<file path="src/rtl/uart_rx_fifo.sv">
`default_nettype none
// +----------------------------------------------------------------------------+
// | Module  : uart_rx_fifo                                                     |
// | Brief   : 8N1 serial receiver with FWFT byte FIFO and sticky error flags.  |
// |           Define UART_RX_PARITY_EN for 8E1 frames with a parity_err flag.  |
// | Rev     : 1.0                                                              |
// +----------------------------------------------------------------------------+
module uart_rx_fifo #(
    parameter int DIV        = 434,
    parameter int FIFO_DEPTH = 8,
    parameter int LW         = $clog2(FIFO_DEPTH + 1)
) (
    input  logic          clk,
    input  logic          resetn,
    input  logic          ser_rx,
    output logic [7:0]    rd_data,
    output logic          rd_valid,
    input  logic          rd_ready,
    output logic [LW-1:0] level,
    output logic          overrun,
    output logic          frame_err,
`ifdef UART_RX_PARITY_EN
    output logic          parity_err,
`endif
    input  logic          err_clr
);

    localparam int c_CW = $clog2(DIV);
    localparam int c_PW = $clog2(FIFO_DEPTH);
    localparam logic [c_CW-1:0] c_CNT_HALF = c_CW'(DIV / 2 - 1);
    localparam logic [c_CW-1:0] c_CNT_LAST = c_CW'(DIV - 1);
    localparam logic [LW-1:0]   c_LVL_FULL = LW'(FIFO_DEPTH);

`ifdef UART_RX_PARITY_EN
    typedef enum logic [2:0] {
        S_IDLE   = 3'd0,
        S_START  = 3'd1,
        S_DATA   = 3'd2,
        S_STOP   = 3'd3,
        S_BREAK  = 3'd4,
        S_PARITY = 3'd5
    } state_t;
`else
    typedef enum logic [2:0] {
        S_IDLE  = 3'd0,
        S_START = 3'd1,
        S_DATA  = 3'd2,
        S_STOP  = 3'd3,
        S_BREAK = 3'd4
    } state_t;
`endif

    logic            r_sync1, r_sync2;
    logic            w_rx;
    state_t          r_state, w_state_nxt;
    logic [c_CW-1:0] r_cnt, w_cnt_nxt;
    logic [2:0]      r_bit, w_bit_nxt;
    logic [7:0]      r_shift, w_shift_nxt;
    logic            w_push, w_frame_set;
    logic            w_cnt_last;
`ifdef UART_RX_PARITY_EN
    logic            r_par_bad, w_par_bad_nxt, w_parity_set;
    logic            r_parity_err;
`endif

    // Two-flop synchroniser; idles high so reset does not look like a start bit
    always_ff @(posedge clk or negedge resetn) begin
        if (!resetn) begin
            r_sync1 <= 1'b1;
            r_sync2 <= 1'b1;
        end else begin
            r_sync1 <= ser_rx;
            r_sync2 <= r_sync1;
        end
    end
    assign w_rx = r_sync2;

    always_ff @(posedge clk or negedge resetn) begin
        if (!resetn) begin
            r_state <= S_IDLE;
            r_cnt   <= '0;
            r_bit   <= '0;
            r_shift <= '0;
`ifdef UART_RX_PARITY_EN
            r_par_bad <= 1'b0;
`endif
        end else begin
            r_state <= w_state_nxt;
            r_cnt   <= w_cnt_nxt;
            r_bit   <= w_bit_nxt;
            r_shift <= w_shift_nxt;
`ifdef UART_RX_PARITY_EN
            r_par_bad <= w_par_bad_nxt;
`endif
        end
    end

    assign w_cnt_last = (r_cnt == c_CNT_LAST);

    always_comb begin
        w_state_nxt = r_state;
        w_cnt_nxt   = r_cnt;
        w_bit_nxt   = r_bit;
        w_shift_nxt = r_shift;
        w_push      = 1'b0;
        w_frame_set = 1'b0;
`ifdef UART_RX_PARITY_EN
        w_par_bad_nxt = r_par_bad;
        w_parity_set  = 1'b0;
`endif
        case (r_state)
            S_IDLE: begin
                if (!w_rx) begin
                    w_state_nxt = S_START;
                    w_cnt_nxt   = '0;
`ifdef UART_RX_PARITY_EN
                    w_par_bad_nxt = 1'b0;
`endif
                end
            end
            S_START: begin
                // Mid-start recheck rejects short low glitches
                if (r_cnt == c_CNT_HALF) begin
                    w_cnt_nxt = '0;
                    if (!w_rx) begin
                        w_state_nxt = S_DATA;
                        w_bit_nxt   = '0;
                    end else begin
                        w_state_nxt = S_IDLE;
                    end
                end else begin
                    w_cnt_nxt = r_cnt + 1'b1;
                end
            end
            S_DATA: begin
                if (w_cnt_last) begin
                    w_shift_nxt = {w_rx, r_shift[7:1]};
                    w_cnt_nxt   = '0;
                    w_bit_nxt   = r_bit + 3'd1;
                    if (r_bit == 3'd7) begin
`ifdef UART_RX_PARITY_EN
                        w_state_nxt = S_PARITY;
`else
                        w_state_nxt = S_STOP;
`endif
                    end
                end else begin
                    w_cnt_nxt = r_cnt + 1'b1;
                end
            end
`ifdef UART_RX_PARITY_EN
            S_PARITY: begin
                if (w_cnt_last) begin
                    w_par_bad_nxt = ^{r_shift, w_rx};
                    w_parity_set  = ^{r_shift, w_rx};
                    w_cnt_nxt     = '0;
                    w_state_nxt   = S_STOP;
                end else begin
                    w_cnt_nxt = r_cnt + 1'b1;
                end
            end
`endif
            S_STOP: begin
                if (w_cnt_last) begin
                    w_cnt_nxt = '0;
                    if (w_rx) begin
`ifdef UART_RX_PARITY_EN
                        w_push = ~r_par_bad;
`else
                        w_push = 1'b1;
`endif
                        w_state_nxt = S_IDLE;
                    end else begin
                        w_frame_set = 1'b1;
                        w_state_nxt = S_BREAK;
                    end
                end else begin
                    w_cnt_nxt = r_cnt + 1'b1;
                end
            end
            S_BREAK: begin
                if (w_rx) begin
                    w_state_nxt = S_IDLE;
                end
            end
            default: begin
                w_state_nxt = S_IDLE;
            end
        endcase
    end

    logic [7:0]      r_mem [FIFO_DEPTH];
    logic [c_PW-1:0] r_wr_ptr, r_rd_ptr;
    logic [LW-1:0]   r_level;
    logic            r_overrun, r_frame_err;
    logic            w_pop, w_full, w_wr, w_ovr_set;

    assign rd_valid  = (r_level != '0);
    assign w_pop     = rd_valid & rd_ready;
    assign w_full    = (r_level == c_LVL_FULL);
    // A pop in the same cycle frees the slot, so a full FIFO still accepts
    assign w_wr      = w_push & (~w_full | w_pop);
    assign w_ovr_set = w_push & w_full & ~w_pop;

    always_ff @(posedge clk) begin
        if (w_wr) begin
            r_mem[r_wr_ptr] <= r_shift;
        end
    end

    always_ff @(posedge clk or negedge resetn) begin
        if (!resetn) begin
            r_wr_ptr    <= '0;
            r_rd_ptr    <= '0;
            r_level     <= '0;
            r_overrun   <= 1'b0;
            r_frame_err <= 1'b0;
        end else begin
            if (w_wr) begin
                r_wr_ptr <= r_wr_ptr + 1'b1;
            end
            if (w_pop) begin
                r_rd_ptr <= r_rd_ptr + 1'b1;
            end
            case ({w_wr, w_pop})
                2'b10:   r_level <= r_level + 1'b1;
                2'b01:   r_level <= r_level - 1'b1;
                default: r_level <= r_level;
            endcase
            r_overrun   <= w_ovr_set   | (r_overrun   & ~err_clr);
            r_frame_err <= w_frame_set | (r_frame_err & ~err_clr);
        end
    end

`ifdef UART_RX_PARITY_EN
    always_ff @(posedge clk or negedge resetn) begin
        if (!resetn) begin
            r_parity_err <= 1'b0;
        end else begin
            r_parity_err <= w_parity_set | (r_parity_err & ~err_clr);
        end
    end
    assign parity_err = r_parity_err;
`endif

    // Gate the head so an empty FIFO presents zero rather than stale RAM
    assign rd_data   = rd_valid ? r_mem[r_rd_ptr] : 8'h00;
    assign level     = r_level;
    assign overrun   = r_overrun;
    assign frame_err = r_frame_err;

endmodule
`default_nettype wire

</file>
<file path="config.mk">
export PLATFORM = sky130hd
export DESIGN_NAME = uart_rx_fifo
export DESIGN_NICKNAME = d
export VERILOG_FILES = /design/src/rtl/uart_rx_fifo.sv
export SDC_FILE = /design/constraint.sdc
export NUM_CORES = 1
export LEC_CHECK = 0
export ABC_AREA = 1
export CORE_MARGIN = 1.5
export CORE_UTILIZATION = 57
export CTS_CLUSTER_DIAMETER = 150
export DETAILED_ROUTE_END_ITERATION = 6
export DONT_BUFFER_PORTS = 1
export GPL_TIMING_DRIVEN = 0
export HOLD_SLACK_MARGIN = 0.08
export PLACE_DENSITY = 0.75
export RECOVER_POWER = 25
export SYNTH_ARGS = -nofsm -noshare
export SYNTH_HDL_FRONTEND = slang
export SYNTH_SLANG_ARGS = --single-unit
</file>
<file path="constraint.sdc">
create_clock -name clk -period 2.35 [get_ports clk]
set_input_delay 0.47 -clock clk [delete_from_list [all_inputs] [get_ports clk]]
set_output_delay 0.47 -clock clk [all_outputs]
set_load 0.05 [all_outputs]
</file>
Word level (Yosys, flattened, before mapping)

Memories as Yosys holds them, arrays and structs flattened.
Index checks and enable logic that the tools add are counted.

Add/sub/neg operators: 6
Equality and inequality tests: 17
Mux-type cells: 27
Bitwise gates (word level): 12
Reductions and logical operators: 10

Operators with widths:

| operator                                         | count |
|---|---|
| 2-to-1 mux 3 bit                                 | 10 |
| 2-to-1 mux 9 bit                                 | 3 |
| one-hot mux 9 bit (3 select lines)               | 1 |
| one-hot mux 3 bit (5 select lines)               | 1 |
| != test 2 bit, second input constant             | 7 |
| adder 3 x 1 -> 3 bit, second input constant      | 3 |
| adder 9 x 1 -> 9 bit, second input constant      | 1 |
| == test 9 x 8 -> 1 bit, second input constant    | 1 |
| == test 9 bit, second input constant             | 1 |
| 2-to-1 mux 1 bit                                 | 8 |
| 2-to-1 mux 8 bit                                 | 1 |
| one-hot mux 4 bit (2 select lines)               | 1 |
| bitwise AND 1 bit                                | 6 |
| == test 3 x 2 -> 1 bit, second input constant    | 2 |
| == test 3 bit, second input constant             | 2 |
| one-hot mux 3 bit (2 select lines)               | 1 |
| AND reduction 6 bit                              | 1 |
| adder 4 x 1 -> 4 bit, second input constant      | 1 |
| == test 4 bit, second input constant             | 1 |
| AND reduction 2 bit                              | 2 |
| AND reduction 4 bit                              | 1 |
| nonzero test 2 bit                               | 2 |
| nonzero test 4 bit                               | 1 |
| subtractor 4 x 1 -> 4 bit, second input constant | 1 |
| 9 further kinds                                  | 13 |

Register bits: 37
RAM bits: 64
Output and inout port bits: 15
Word-level logic and storage cells: 84
Memories kept: 1

Memory list:

| name  | depth | width | read ports | clocked after Yosys merged registers in | wr ports | RTL line | source |
|---|---|---|---|---|---|---|---|
| r_mem | 8     | 8     | 1          | 0                                       | 1        | 192      | `logic [7:0] r_mem [FIFO_DEPTH];` |

Logic depth before layout (Yosys ltp)

Depth in word-level cells: 6
Mapped depth: 16
Gate-level depth less buffers: 16

Least setup slack after synthesis

No wires, ideal clock.

Path kind: flip-flop to flip-flop
Start point: register r_level[0] (netlist: level[0])
End point: register r_level[2] (netlist: level[2])
Library setup time: 0.082 ns
Arrival: 2.645 ns
Required time: 2.268 ns
Path slack: -0.377 ns
Cell stages (with the launch flop): 13
Path buffers: 0
Cells stage by stage: dfrtp_1 -> nor2_1 -> nand3_2 -> nand2_1 -> inv_1 -> ha_1 -> nand2_1 -> inv_1 -> nor2_1 -> ha_1 -> a21oi_1 -> or2_2 -> a31oi_1

Longest elaborated chain between the ends: 6
Elaborated cells on any way between the ends: 12
Classes of those cells: add/sub (2); eq/ne (3); mux (1); bitwise (4); reduce/logical (2)

Ends and longest elaborated chain:

| element                                                                  | RTL line | source |
|---|---|---|
| start, declared                                                          | 194      | `logic [LW-1:0] r_level;` |
| start signal, assigned                                                   | 226      | `2'b10: r_level <= r_level + 1'b1;` |
| start signal, assigned                                                   | 227      | `2'b01: r_level <= r_level - 1'b1;` |
| start signal, assigned                                                   | 228      | `default: r_level <= r_level;` |
| nonzero test 4 bit (*)                                                   | 198      | `assign rd_valid = (r_level != '0);` |
| via rd_valid                                                             | 17       | `output logic rd_valid,` |
| bitwise AND 1 bit (*)                                                    | 199      | `assign w_pop = rd_valid & rd_ready;` |
| via w_pop                                                                | 196      | `logic w_pop, w_full, w_wr, w_ovr_set;` |
| OR 1 bit                                                                 | 202      | `assign w_wr = w_push & (~w_full \| w_pop);` |
| bitwise AND 1 bit                                                        | 202      |  |
| == test 2 x 1 -> 1 bit or == test 2 bit (tied branches)                  | 225      | `case ({w_wr, w_pop})` |
| one-hot mux 4 bit (2 select lines) or nonzero test 2 bit (tied branches) | --       |  |

Mark *: on every way through the listed nets, which the timed path passes. The rest lies on a longest branch.
A chain may end at the register's enable or synchronous reset.

Final worst setup path

Start point: register r_level[2] (netlist: level[2])
End point: output port rd_data[2]

Longest elaborated chain between the ends: 2

Ends and longest elaborated chain:

| element            | RTL line | source |
|---|---|---|
| nonzero test 4 bit | 198      |  |
| via rd_valid       | 17       |  |
| 2-to-1 mux 8 bit   | 247      | `assign rd_data = rd_valid ? r_mem[r_rd_ptr] : 8'h00;` |
| end, declared      | 16       | `output logic [7:0] rd_data,` |

The timed path passes the listed nets, and every way through them passes these cells.

==> impl_metrics.tcl <==
set metrics [dict create \
    status "finished with violations" \
    violations "setup timing" \
    maxSlewViolCount 0 \
    cts_buffer_depth 2 \
    slew_headroom 0.369 \
    clk_latency_ps 370 \
    hold_violations 0 \
    detail-route-antenna-nets 0 \
    hold_path_class "input pin to register" \
    tritoncts "built" \
    synth_fp_nets 467 \
    routed-via-count 3347 \
    htree_levels 3 \
    die_y_um 92.3 \
    clockRootBuffer "clkbuf_8" \
    core_mm2 0.00773 \
    end_kind "primary output" \
    final_cell_mix "nor2_1, nand2_1, edfxtp_1" \
    async_flop_share 0.366 \
    start_kind "register" \
    crit_type "register to primary output" \
    setup_viol_count_final 16 \
    synth_area_per_cell_um2 10.1 \
    grt_pass1_vias 3204 \
    clock-sinks 101 \
    antenna_found_initial 0 \
    period_needed_ps 2420 \
    nNetsFinal 493 \
    yosys_warnings 0 \
    finalWorstSetupSlack_ps -70.2 \
    fmax_mhz 413 \
    area_growth_pct 18.2 \
    die_w_um 92.3 \
    powerDensity_mw_per_mm2 557 \
    portBuffers 0 \
    numCtsBuffers 9 \
    clkTransAtPathRegs_ps 110 \
    critical_path_arrival_ps 1950 \
    cp_max_fo 6 \
    fin_util 0.695 \
    final_layout_size_suffix_gt1_frac 0.244 \
    grt_max_degree 38 \
    ys_seq_area_frac 0.627 \
    diodes 0 \
    vias_per_cell 5.72 \
    worst_pin_slew_ps 946 \
    drv_cap 0 \
    fp.dieArea_mm2 0.00852 \
    synth_seq_cells 101 \
    synth_cells 452 \
    period_share 1.03 \
    ys.flop_type "edfxtp_1" \
    final_area_mm2 0.00537 \
    drc 0 \
    power_frac_clock 0.367 \
    place_congestion 0.876 \
    track_usage 0.240 \
    start_util 0.588 \
    power_frac_comb 0.006 \
    swShare 0.231 \
    pin_count 20 \
    num_rows 32 \
    synth_edf_count 64 \
    intPower_w 0.00230 \
    tns_ps -365 \
    placed_area_mm2 0.00469 \
    final.setup_skew_ps 18.1 \
    required_ps 1880 \
    firstDrtPassIters 5 \
    grt_setup_unrepaired "yes" \
    wl_per_cell_um 17.8 \
    grt_first_pass_wirelength_mm 15.6 \
    ir_worst_vdd_mv 0.304 \
    drt_iter0_drc 262 \
    synth_area_mm2 0.00454 \
    p_switching_w 0.000690 \
    ys_types 31 \
    p_leak_nw 2.26 \
    dp_hpwl_mm 6.12 \
    seqPwrFrac 0.627 \
    grt_overflow 0 \
    totalWireLength_mm 10.4 \
]
## state kept, by name (all words and copies together) (netlist names)
register	cells
r_wr_ptr	3
level	4
r_bit	3
r_shift	8
r_sync2	1
r_rd_ptr	3
r_state	3
frame_err	1
overrun	1
r_mem	64
r_sync1	1
r_cnt	9
## Yosys cell counts, types with 3 or more instances
master    number  area (µm²)
edfxtp_1      64        1920
nand2_1       80         300
clkbuf_1       6        22.5
inv_1         27         101
xor2_1         7        61.3
nand4_1       12        75.1
nand2_2        7        43.8
o21ai_2        3        26.3
buf_2          3        15.0
o21ai_0       61         305
ha_1          10         125
dfrtp_1       35         876
nand3_1       19        95.1
nor2_1        94         353
## logic make-up (layout without fill, tap and decap cells)
| group | Yosys count | after routing | synth area share |
|---|---|---|---|
| xor+xnor | 8 | 8 | 0.0154 |
| compound gates | 68 | 68 | 0.0787 |
| buf+inv | 42 | 72 | 0.0380 |
| flops | 101 | 101 | 0.627 |
| simple gates | 223 | 224 | 0.213 |
| fa+ha+maj | 10 | 10 | 0.0275 |
## power by group through the flow
stage	registers [W]	clock network [W]	logic, W
6_report	0.00188	0.00110	0.0000181
5_1_grt	0.00188	0.00118	0.0000212
4_1_cts	0.00188	0.00110	0.0000226
3_5_place_dp	0.00191	0	0.00000234
3_3_place_gp	0.00191	0	0.00000241
2_1_floorplan	0.00191	0	0.00000181
## through the flow
| stage | cells | power, W | worst slack (ps) | hold WS, ps |
|---|---|---|---|---|
| after global routing | 585 | 0.00307 | -143 | 180 |
| after CTS | 580 | 0.00300 | -34.3 | 168 |
| after global placement | 554 | 0.00192 | -176 | 175 |
| after detailed placement | 554 | 0.00192 | -274 | 175 |
| final | 585 | 0.00299 | -70.2 | 180 |
| after floorplan | 452 | 0.00192 | 12.7 | 174 |
## worst max-delay path: stages, from the launching register on
cell,delay [ps]
dfrtp_2,590
clkinvlp_4,230
nand3_4,310
o21ai_2,140
nor2_4,290
## per-layer routing
layer | GRT usage | vias to the layer above | routed length, µm
met3 | 0.0435 | 24 | 424
li1 | - | 1582 | -
met5 | 0 | - | 0
met2 | 0.410 | 82 | 5310
met1 | 0.304 | 1659 | 4420
met4 | 0.0923 | 0 | 259
## layout make-up
type                    count  area, µm²
inverters                  31        133
fillers                   524       2350
clock buffers               9        124
repair buffers             15        163
multi-input cells         310       1790
plain buffers              10        104
clock inverters             7       71.3
well taps                 102        128
flip-flops and latches    101       2860
## final timing paths
| kind | from | to | slack [ps] | cells after the start |
|---|---|---|---|---|
| worst min register to register | r_sync1$_DFF_PN1_ | r_sync2$_DFF_PN1_ | 390 | 0 |
| min in group asynchronous | resetn | r_wr_ptr[1]$_DFFE_PN0P_ | 800 | 2 |
| worst max-delay path | level[2]$_DFFE_PN0P_ | rd_data[2] | -70 | 4 |
| worst min-delay path | err_clr | overrun$_DFF_PN0_ | 180 | 1 |
| worst max register to register | level[0]$_DFFE_PN0P_ | level[2]$_DFFE_PN0P_ | -40 | 12 |
| max in group asynchronous | resetn | level[1]$_DFFE_PN0P_ | 870 | 2 |
## repair_timing
| item | in CTS | in global routing |
|---|---|---|
| gates resized for setup | 67 | 54 |
| buffers inserted | 6 | 4 |
| pin swaps | 13 | 18 |
| gates cloned | 1 | 2 |
| hold buffers | 3 | 0 |
| endpoints found under the hold margin | 38 | 0 |
| endpoints found under the setup margin | 75 | 44 |
Note: power is estimated with default switching activity, not from simulation.
